### config.mk
export PLATFORM = sky130hd
export DESIGN_NAME = alu_issue_flat
export DESIGN_NICKNAME = d
export VERILOG_FILES = /design/src/rtl/alu_pkg.sv /design/src/rtl/alu_issue_if.sv /design/src/rtl/alu_regfile.sv /design/src/rtl/alu_issue.sv /design/src/flat_wrapper.sv
export SDC_FILE = /design/constraint.sdc
export NUM_CORES = 2
export LEC_CHECK = 0
export CAP_MARGIN = 10
export CORE_ASPECT_RATIO = 0.6
export CORE_MARGIN = 3
export CORE_UTILIZATION = 55
export CTS_CLUSTER_SIZE = 12
export DETAILED_ROUTE_END_ITERATION = 12
export MAX_ROUTING_LAYER = met4
export PLACE_DENSITY = 0.72
export RECOVER_POWER = 100
export SLEW_MARGIN = 40
export SYNTH_ARGS = -nofsm -noshare
export SYNTH_HDL_FRONTEND = slang
export SYNTH_HIERARCHICAL = 1
export SYNTH_SLANG_ARGS = --single-unit
### constraint.sdc
create_clock -name clk -period 49.4 [get_ports clk]
set_clock_uncertainty 0.2 [all_clocks]
set_input_delay 9.88 -clock clk [delete_from_list [all_inputs] [get_ports clk]]
set_output_delay 9.88 -clock clk [all_outputs]
set_load 0.02 [all_outputs]
### src/rtl/alu_pkg.sv
// Definitions shared by the ALU issue stage and the ALU: op codes, RV32I
// opcodes, FSM states and the instruction decode helpers.
package alu_pkg;

  localparam logic [3:0] ALU_ADD  = 4'b0000;
  localparam logic [3:0] ALU_SUB  = 4'b1000;
  localparam logic [3:0] ALU_SLL  = 4'b0001;
  localparam logic [3:0] ALU_SLT  = 4'b0010;
  localparam logic [3:0] ALU_SLTU = 4'b0011;
  localparam logic [3:0] ALU_XOR  = 4'b0100;
  localparam logic [3:0] ALU_SRL  = 4'b0101;
  localparam logic [3:0] ALU_SRA  = 4'b1101;
  localparam logic [3:0] ALU_OR   = 4'b0110;
  localparam logic [3:0] ALU_AND  = 4'b0111;

  localparam logic [6:0] OPC_OP     = 7'b0110011;
  localparam logic [6:0] OPC_OP_IMM = 7'b0010011;

  localparam logic [6:0] F7_ZERO = 7'b0000000;
  localparam logic [6:0] F7_ALT  = 7'b0100000;

  typedef enum logic [2:0] {
    ST_IDLE,
    ST_ISSUE,
    ST_WAIT,
    ST_WB,
    ST_ILLEGAL
  } state_e;

  typedef struct packed {
    logic [4:0]  rd;
    logic [4:0]  rs1;
    logic [4:0]  rs2;
    logic        is_imm;
    logic [3:0]  op;
    logic [31:0] imm;
  } dec_t;

  // f7 doubles as imm[11:5] for OP-IMM shifts.
  function automatic logic is_legal(input logic [6:0] f7, input logic [2:0] f3,
                                    input logic [6:0] opcode);
    logic ok;
    ok = 1'b0;
    case (opcode)
      OPC_OP: ok = (f7 == F7_ZERO) || ((f7 == F7_ALT) && (f3 == 3'b000 || f3 == 3'b101));
      OPC_OP_IMM: begin
        case (f3)
          3'b001:  ok = (f7 == F7_ZERO);
          3'b101:  ok = (f7 == F7_ZERO) || (f7 == F7_ALT);
          default: ok = 1'b1;
        endcase
      end
      default: ok = 1'b0;
    endcase
    return ok;
  endfunction

  function automatic dec_t decode(input logic [31:0] instr);
    dec_t d;
    d.rd     = instr[11:7];
    d.rs1    = instr[19:15];
    d.rs2    = instr[24:20];
    d.imm    = {{20{instr[31]}}, instr[31:20]};
    d.is_imm = (instr[6:0] == OPC_OP_IMM);
    if (d.is_imm)
      d.op = {(instr[14:12] == 3'b101) && (instr[31:25] == F7_ALT), instr[14:12]};
    else
      d.op = {instr[30], instr[14:12]};
    return d;
  endfunction

endpackage

### src/rtl/alu_issue_if.sv
// Instruction handshake (producer -> issue stage) and ALU operand/result bus
// (issue stage -> ALU).
interface instr_if;
  logic        instr_valid;
  logic        instr_ready;
  logic [31:0] instr;

  modport master (output instr_valid, output instr, input instr_ready);
  modport slave  (input instr_valid, input instr, output instr_ready);
endinterface

interface alu_if;
  logic [31:0] alu_rs1;
  logic [31:0] alu_rs2;
  logic [3:0]  alu_op;
  logic [31:0] alu_rd;

  modport master (output alu_rs1, output alu_rs2, output alu_op, input alu_rd);
  modport slave  (input alu_rs1, input alu_rs2, input alu_op, output alu_rd);
endinterface

### src/rtl/alu_regfile.sv
// 32x32 register file: two combinational operand reads, a debug read and one
// synchronous write port; x0 is hardwired to zero.
module alu_regfile (
  input  logic        clk,
  input  logic        reset,
  input  logic [4:0]  rs1_addr,
  output logic [31:0] rs1_data,
  input  logic [4:0]  rs2_addr,
  output logic [31:0] rs2_data,
  input  logic [4:0]  dbg_addr,
  output logic [31:0] dbg_data,
  input  logic        wr_en,
  input  logic [4:0]  wr_addr,
  input  logic [31:0] wr_data
);

  logic [31:0] regs_q [32];
  logic [31:0] regs_d [32];

  // NOTE: every variable in an always_comb gets a default before any branch;
  // a path that leaves one unassigned infers a latch.
  always_comb begin
    regs_d = regs_q;
    if (wr_en && (wr_addr != 5'd0))
      regs_d[wr_addr] = wr_data;
  end

  // NOTE: this memory is reset because software relies on all registers
  // reading zero after reset; a plain RAM macro would not give that.
  always_ff @(posedge clk or posedge reset) begin
    if (reset) begin
      for (int i = 0; i < 32; i++)
        regs_q[i] <= '0;
    end else begin
      // NOTE: state is updated with non-blocking assignments so every flop
      // samples pre-edge values regardless of statement order.
      regs_q <= regs_d;
    end
  end

  assign rs1_data = (rs1_addr == 5'd0) ? '0 : regs_q[rs1_addr];
  assign rs2_data = (rs2_addr == 5'd0) ? '0 : regs_q[rs2_addr];
  assign dbg_data = (dbg_addr == 5'd0) ? '0 : regs_q[dbg_addr];

endmodule

### src/rtl/alu_issue.sv
// Issue/writeback stage: accepts one OP/OP-IMM instruction, presents its
// operands to the ALU, waits ALU_LATENCY cycles and writes the result back.
module alu_issue
  import alu_pkg::*;
#(
  parameter int ALU_LATENCY = 1
) (
  input  logic        clk,
  input  logic        reset,
  instr_if.slave      instr_bus,
  alu_if.master       alu_bus,
  output logic        done,
  output logic        illegal,
  input  logic [4:0]  dbg_addr,
  output logic [31:0] dbg_data
);

  localparam int CNT_W = $clog2(ALU_LATENCY + 1);
  localparam logic [CNT_W-1:0] CNT_LOAD = CNT_W'(ALU_LATENCY);
  localparam logic [CNT_W-1:0] CNT_ONE  = CNT_W'(1);

  state_e           state_q, state_d;
  logic [31:0]      instr_q, instr_d;
  logic [31:0]      rs1_q, rs1_d;
  logic [31:0]      rs2_q, rs2_d;
  logic [3:0]       op_q, op_d;
  logic [CNT_W-1:0] cnt_q, cnt_d;

  logic             wr_en;
  logic             ready;
  logic             in_legal;
  logic [31:0]      rf_rs1, rf_rs2;
  dec_t             dec;

  assign dec      = decode(instr_q);
  assign in_legal = is_legal(instr_bus.instr[31:25], instr_bus.instr[14:12],
                             instr_bus.instr[6:0]);

  alu_regfile u_regfile (
    .clk      (clk),
    .reset    (reset),
    .rs1_addr (dec.rs1),
    .rs1_data (rf_rs1),
    .rs2_addr (dec.rs2),
    .rs2_data (rf_rs2),
    .dbg_addr (dbg_addr),
    .dbg_data (dbg_data),
    .wr_en    (wr_en),
    .wr_addr  (dec.rd),
    .wr_data  (alu_bus.alu_rd)
  );

  always_comb begin
    state_d = state_q;
    instr_d = instr_q;
    rs1_d   = rs1_q;
    rs2_d   = rs2_q;
    op_d    = op_q;
    cnt_d   = cnt_q;
    wr_en   = 1'b0;
    done    = 1'b0;
    illegal = 1'b0;
    ready   = 1'b0;
    case (state_q)
      ST_IDLE: begin
        ready = 1'b1;
        if (instr_bus.instr_valid) begin
          instr_d = instr_bus.instr;
          state_d = in_legal ? ST_ISSUE : ST_ILLEGAL;
        end
      end
      ST_ISSUE: begin
        rs1_d   = rf_rs1;
        rs2_d   = dec.is_imm ? dec.imm : rf_rs2;
        op_d    = dec.op;
        cnt_d   = CNT_LOAD;
        state_d = ST_WAIT;
      end
      // Operands stay registered and untouched until the next ISSUE.
      ST_WAIT: begin
        cnt_d = cnt_q - CNT_ONE;
        if (cnt_q == CNT_ONE)
          state_d = ST_WB;
      end
      ST_WB: begin
        wr_en   = 1'b1;
        done    = 1'b1;
        state_d = ST_IDLE;
      end
      ST_ILLEGAL: begin
        illegal = 1'b1;
        state_d = ST_IDLE;
      end
      default: state_d = ST_IDLE;
    endcase
  end

  always_ff @(posedge clk or posedge reset) begin
    if (reset) begin
      state_q <= ST_IDLE;
      instr_q <= '0;
      rs1_q   <= '0;
      rs2_q   <= '0;
      op_q    <= '0;
      cnt_q   <= '0;
    end else begin
      state_q <= state_d;
      instr_q <= instr_d;
      rs1_q   <= rs1_d;
      rs2_q   <= rs2_d;
      op_q    <= op_d;
      cnt_q   <= cnt_d;
    end
  end

  assign instr_bus.instr_ready = ready;
  assign alu_bus.alu_rs1       = rs1_q;
  assign alu_bus.alu_rs2       = rs2_q;
  assign alu_bus.alu_op        = op_q;

endmodule
### src/flat_wrapper.sv
// flat-port wrapper written by rule: the top's interface ports become plain ports
module alu_issue_flat import alu_pkg::*;
#(
  parameter int ALU_LATENCY = 1
)
  (clk, reset, done, illegal, dbg_addr, dbg_data, instr_bus_instr_valid, instr_bus_instr, instr_bus_instr_ready, alu_bus_alu_rs1, alu_bus_alu_rs2, alu_bus_alu_op, alu_bus_alu_rd);
  instr_if instr_bus_i ();
  alu_if alu_bus_i ();
  input  logic clk;
  input  logic reset;
  output logic done;
  output logic illegal;
  input  logic [4:0] dbg_addr;
  output logic [31:0] dbg_data;
  input wire logic [$bits(instr_bus_i.instr_valid)-1:0] instr_bus_instr_valid;
  input wire logic [$bits(instr_bus_i.instr)-1:0] instr_bus_instr;
  output wire logic [$bits(instr_bus_i.instr_ready)-1:0] instr_bus_instr_ready;
  output wire logic [$bits(alu_bus_i.alu_rs1)-1:0] alu_bus_alu_rs1;
  output wire logic [$bits(alu_bus_i.alu_rs2)-1:0] alu_bus_alu_rs2;
  output wire logic [$bits(alu_bus_i.alu_op)-1:0] alu_bus_alu_op;
  input wire logic [$bits(alu_bus_i.alu_rd)-1:0] alu_bus_alu_rd;
  assign instr_bus_i.instr_valid = instr_bus_instr_valid;
  assign instr_bus_i.instr = instr_bus_instr;
  assign instr_bus_instr_ready = instr_bus_i.instr_ready;
  assign alu_bus_alu_rs1 = alu_bus_i.alu_rs1;
  assign alu_bus_alu_rs2 = alu_bus_i.alu_rs2;
  assign alu_bus_alu_op = alu_bus_i.alu_op;
  assign alu_bus_i.alu_rd = alu_bus_alu_rd;
  alu_issue #(.ALU_LATENCY(ALU_LATENCY)) u_core (.clk(clk), .reset(reset), .instr_bus(instr_bus_i), .alu_bus(alu_bus_i), .done(done), .illegal(illegal), .dbg_addr(dbg_addr), .dbg_data(dbg_data));
endmodule
==> metrics.md <==
| Metric | Value |
|---|---|
| GRT Total Usage | `0.381` |
| P_leak | `0.0310 uW` |
| Top-area cell type share of the netlist area | `0.419` |
| Total number of vias | `48.1k` |
| Dpl cell area | `70000 um^2` |
| Mux cell area share after synthesis | `0.442` |
| Clk root buf | `clkbuf_16` |
| First-pass GRT wire length | `342000 um` |
| # fillers | `9200` |
| Synth Warn # | `6` |
| Post-Synthesis Cell Area | `67400 um^2` |
| Chip width | `458 um` |
| Dpl hpwl | `135000 um` |
| Main combinational cell family by area after synthesis | `multiplexers` |
| Crit-path slowest cell | `clkbuf_1` |
| Worst-Skew Late Latency | `730 ps` |
| Avg WL per Cell | `37.5 um` |
| Achievable frequency | `0.0326 GHz` |
| CP cell instances | `clkbuf_1, clkbuf_1, clkbuf_1, nand2b_1, o22ai_1, a221o_1, a22o_1, nor4_1, clkdlybuf4s50_1` |
| Final setup vio count | `0` |
| Vias in the first global route | `47.3k` |
| Syn avg cell area | `14.2 um^2` |
| Hold buffers post-CTS | `0` |
| Cell count after synthesis | `4761` |
| Outcome | `complete, but fails checks` |
| Prevailing post-synth register cell | `dfrtp_1` |
| Worst Tran Pin Value | `5970 ps` |
| Post-Synth Simple-Gate Area | `0.0302` |
| Post-CTS Setup Bufs | `0` |
| Min-Delay Path Class | `reg -> reg` |
| Synth Area in Adders | `0` |
| # rows | `98` |
| PwrDens | `31.7 nW/um^2` |
| Final WS setup | `18710 ps` |
| RePlAce Congestion | `0.908` |
| Ranking of synthesized cells by area | `dfrtp_1 (42%), mux2_2 (20%), mux4_2 (19%), mux2i_1 (4.9%), a211oi_1 (1.8%)` |
| Max clock buf depth | `3` |
| Sequential area share after synthesis | `0.419` |
| Post-synthesis compound-gate area fraction | `0.0669` |
| H-tree depth | `3` |
| Largest net degree at the start of global routing | `129` |
| Setup WS pre-CTS | `25190 ps` |
| Max incr delay on CP | `2590 ps` |
| Nets | `4697` |
| Fin area | `72900 um^2` |
| Peak VDD IR | `28.7 uV` |
| Total power | `2310 uW` |
| Final cell utilization of the core | `0.605` |
| Die span in y | `277 um` |
| Area leader, netlist | `dfrtp_1` |
| Initial Util | `0.560` |
| Ports | `175` |
| Initial DRC Count | `6725` |
| Clk sinks | `1128` |
| CP endpoint kind | `primary output` |
| Ys async rst share | `1.00` |
| Total of max-cap violations | `33` |
| Hold path cells | `0` |
| Core area | `120000 um^2` |
| Crit path launch type | `input port` |
| TritonCTS clock tree | `yes` |
| Post-synth EDFFs | `0` |
| Yosys reg bits | `1128` |
| IO buf count | `174` |
| Rel. slew slack | `-3.00` |
| Synth Area in XOR/XNOR | `0.000130` |
| GRT overflow | `0` |
| CP max FO | `54` |
| Final hold violations | `0` |
| Final min period | `30690 ps` |
| Tcrit/Tclk final | `0.621` |
| FF-to-FF path depth | `8` |
| Final ANT Viol Nets | `0` |
| CP required | `39320 ps` |
| Syn nets | `4833` |
| 1st-pass router iterations | `6` |
| Die ar. | `127000 um^2` |
| Worst EP arrival | `20610 ps` |
| Unique masters post-synth | `54` |
| Synth-to-layout area growth | `8.08%` |
| Vias/cell | `7.65` |
| Slew Limit Fails | `1678` |
| Initial antenna violation count | `9` |
| CTS Buf Count | `109` |
| Final WL | `236000 um` |
| Layout cells sized above 1 | `0.447` |
| Clock transition at path regs | `60 ps` |
| Setup Total Neg Slack | `0 ps` |
| RSZ-0062 raised after global routing | `false` |
| Residual DRC | `0` |
| Post-cts sizing count | `0` |
| WS Path Type | `in -> out` |
| Failing checks | `capacitance limit, slew limit` |
| Most frequent CP cell | `clkbuf_1` |
power breakdown:
part | leakage [uW] | total [uW] | internal (uW) | switching, uW
Sequential | 0.0146 | 999 | 951 | 48.1
Combinational | 0.0149 | 516 | 209 | 307
Clock | 0.00154 | 794 | 429 | 365
Total | 0.0310 | 2310 | 1590 | 720
routing by layer:
metal | wire length [um] | up-vias | GRT usage
met4 | 12000 | 0 | 0.164
met3 | 35800 | 708 | 0.159
met2 | 96800 | 3675 | 0.499
li1 | - | 18500 | -
met5 | 0 | - | -
met1 | 91400 | 25200 | 0.517
critical path, delay by kind of cell:
kind,cells,cell delay (ps)
AOI/OAI and AO/OA,3,780
buffers and inverters,4,6420
and+or+nand+nor,2,3460
path summary, 6_finish.rpt:
path,start,endpoint,slack (ps)
hold / removal,u_core/u_regfile/regs_q[1011],u_core/u_regfile/regs_q[1011],220
setup / recovery,dbg_addr[0],dbg_data[22],18710
max in group asynchronous,reset,u_core/u_regfile/regs_q[898],23010
min in group asynchronous,reset,u_core/alu_bus.alu_rs2[14],10130
setup reg to reg,u_core/instr_q[16],u_core/alu_bus.alu_rs1[12],39780
hold reg to reg,u_core/u_regfile/regs_q[1011],u_core/u_regfile/regs_q[1011],220
Yosys cell counts, drive strengths merged, types with 12 or more instances:
cell,instances
mux2,1219
dfrtp,1128
mux4,566
mux2i,332
buf,293
clkbuf,264
a211oi,162
nor2b,141
a22o,105
o22ai,99
a21oi,69
nor4,66
a221o,64
nor2,62
nand2,33
o221ai,28
nor3,25
a2111oi,24
a221oi,12
state kept, by name, indices dropped and copies added, names as in the netlist:
name and count:
u_core/u_regfile/regs_q 1024, u_core/alu_bus.alu_rs1 32, u_core/alu_bus.alu_rs2 32, u_core/instr_q 32, u_core/alu_bus.alu_op 4, u_core/state_q 3
u_core/cnt_q 1
through the flow:
step / std cells / hold slack (ps)
finish: 6288 / 225
global placement: 6101 / 202
floorplan: 4761 / 255
detailed placement: 6110 / 206
global route: 6287 / 233
CTS: 6273 / 221
cell type report:
type                    count  area [um^2]  area share
multi-input cells        3071        36700       0.503
flip-flops and latches   1128        28200       0.388
clock buffers             157         3110      0.0427
repair buffers            310         2740      0.0376
well taps                1600         2000      0.0275
clock inverters             6         33.8    0.000464
diodes                     11         27.5    0.000378
inverters                   5         21.3    0.000292
placed cells by master (no fill, tap or decap), types with 38 or more instances in the layout:
master and instances:
o22ai_1 99, nor4_1 63, a22o_1 105, clkbuf_1 95, a221o_1 64, a211oi_1 162
buf_4 62, a21oi_1 69, clkbuf_16 111, mux2_2 1218, mux4_2 564, mux2i_1 332
dfrtp_1 1122, dlygate4sd3_1 95, clkdlybuf4s50_1 44, nor2_1 38, nor2b_1 136
cells by family (layout without fill, tap and decap cells):
logic type	Yosys count	in the layout
multiplexers	2117	2117
flip-flops	1128	1128
AO/OA/AOI/OAI	590	590
buffers and inverters	562	478
AND/OR/NAND/NOR	363	363
XOR/XNOR	1	1
other	0	11
Power figures use the tool's default switching activity.
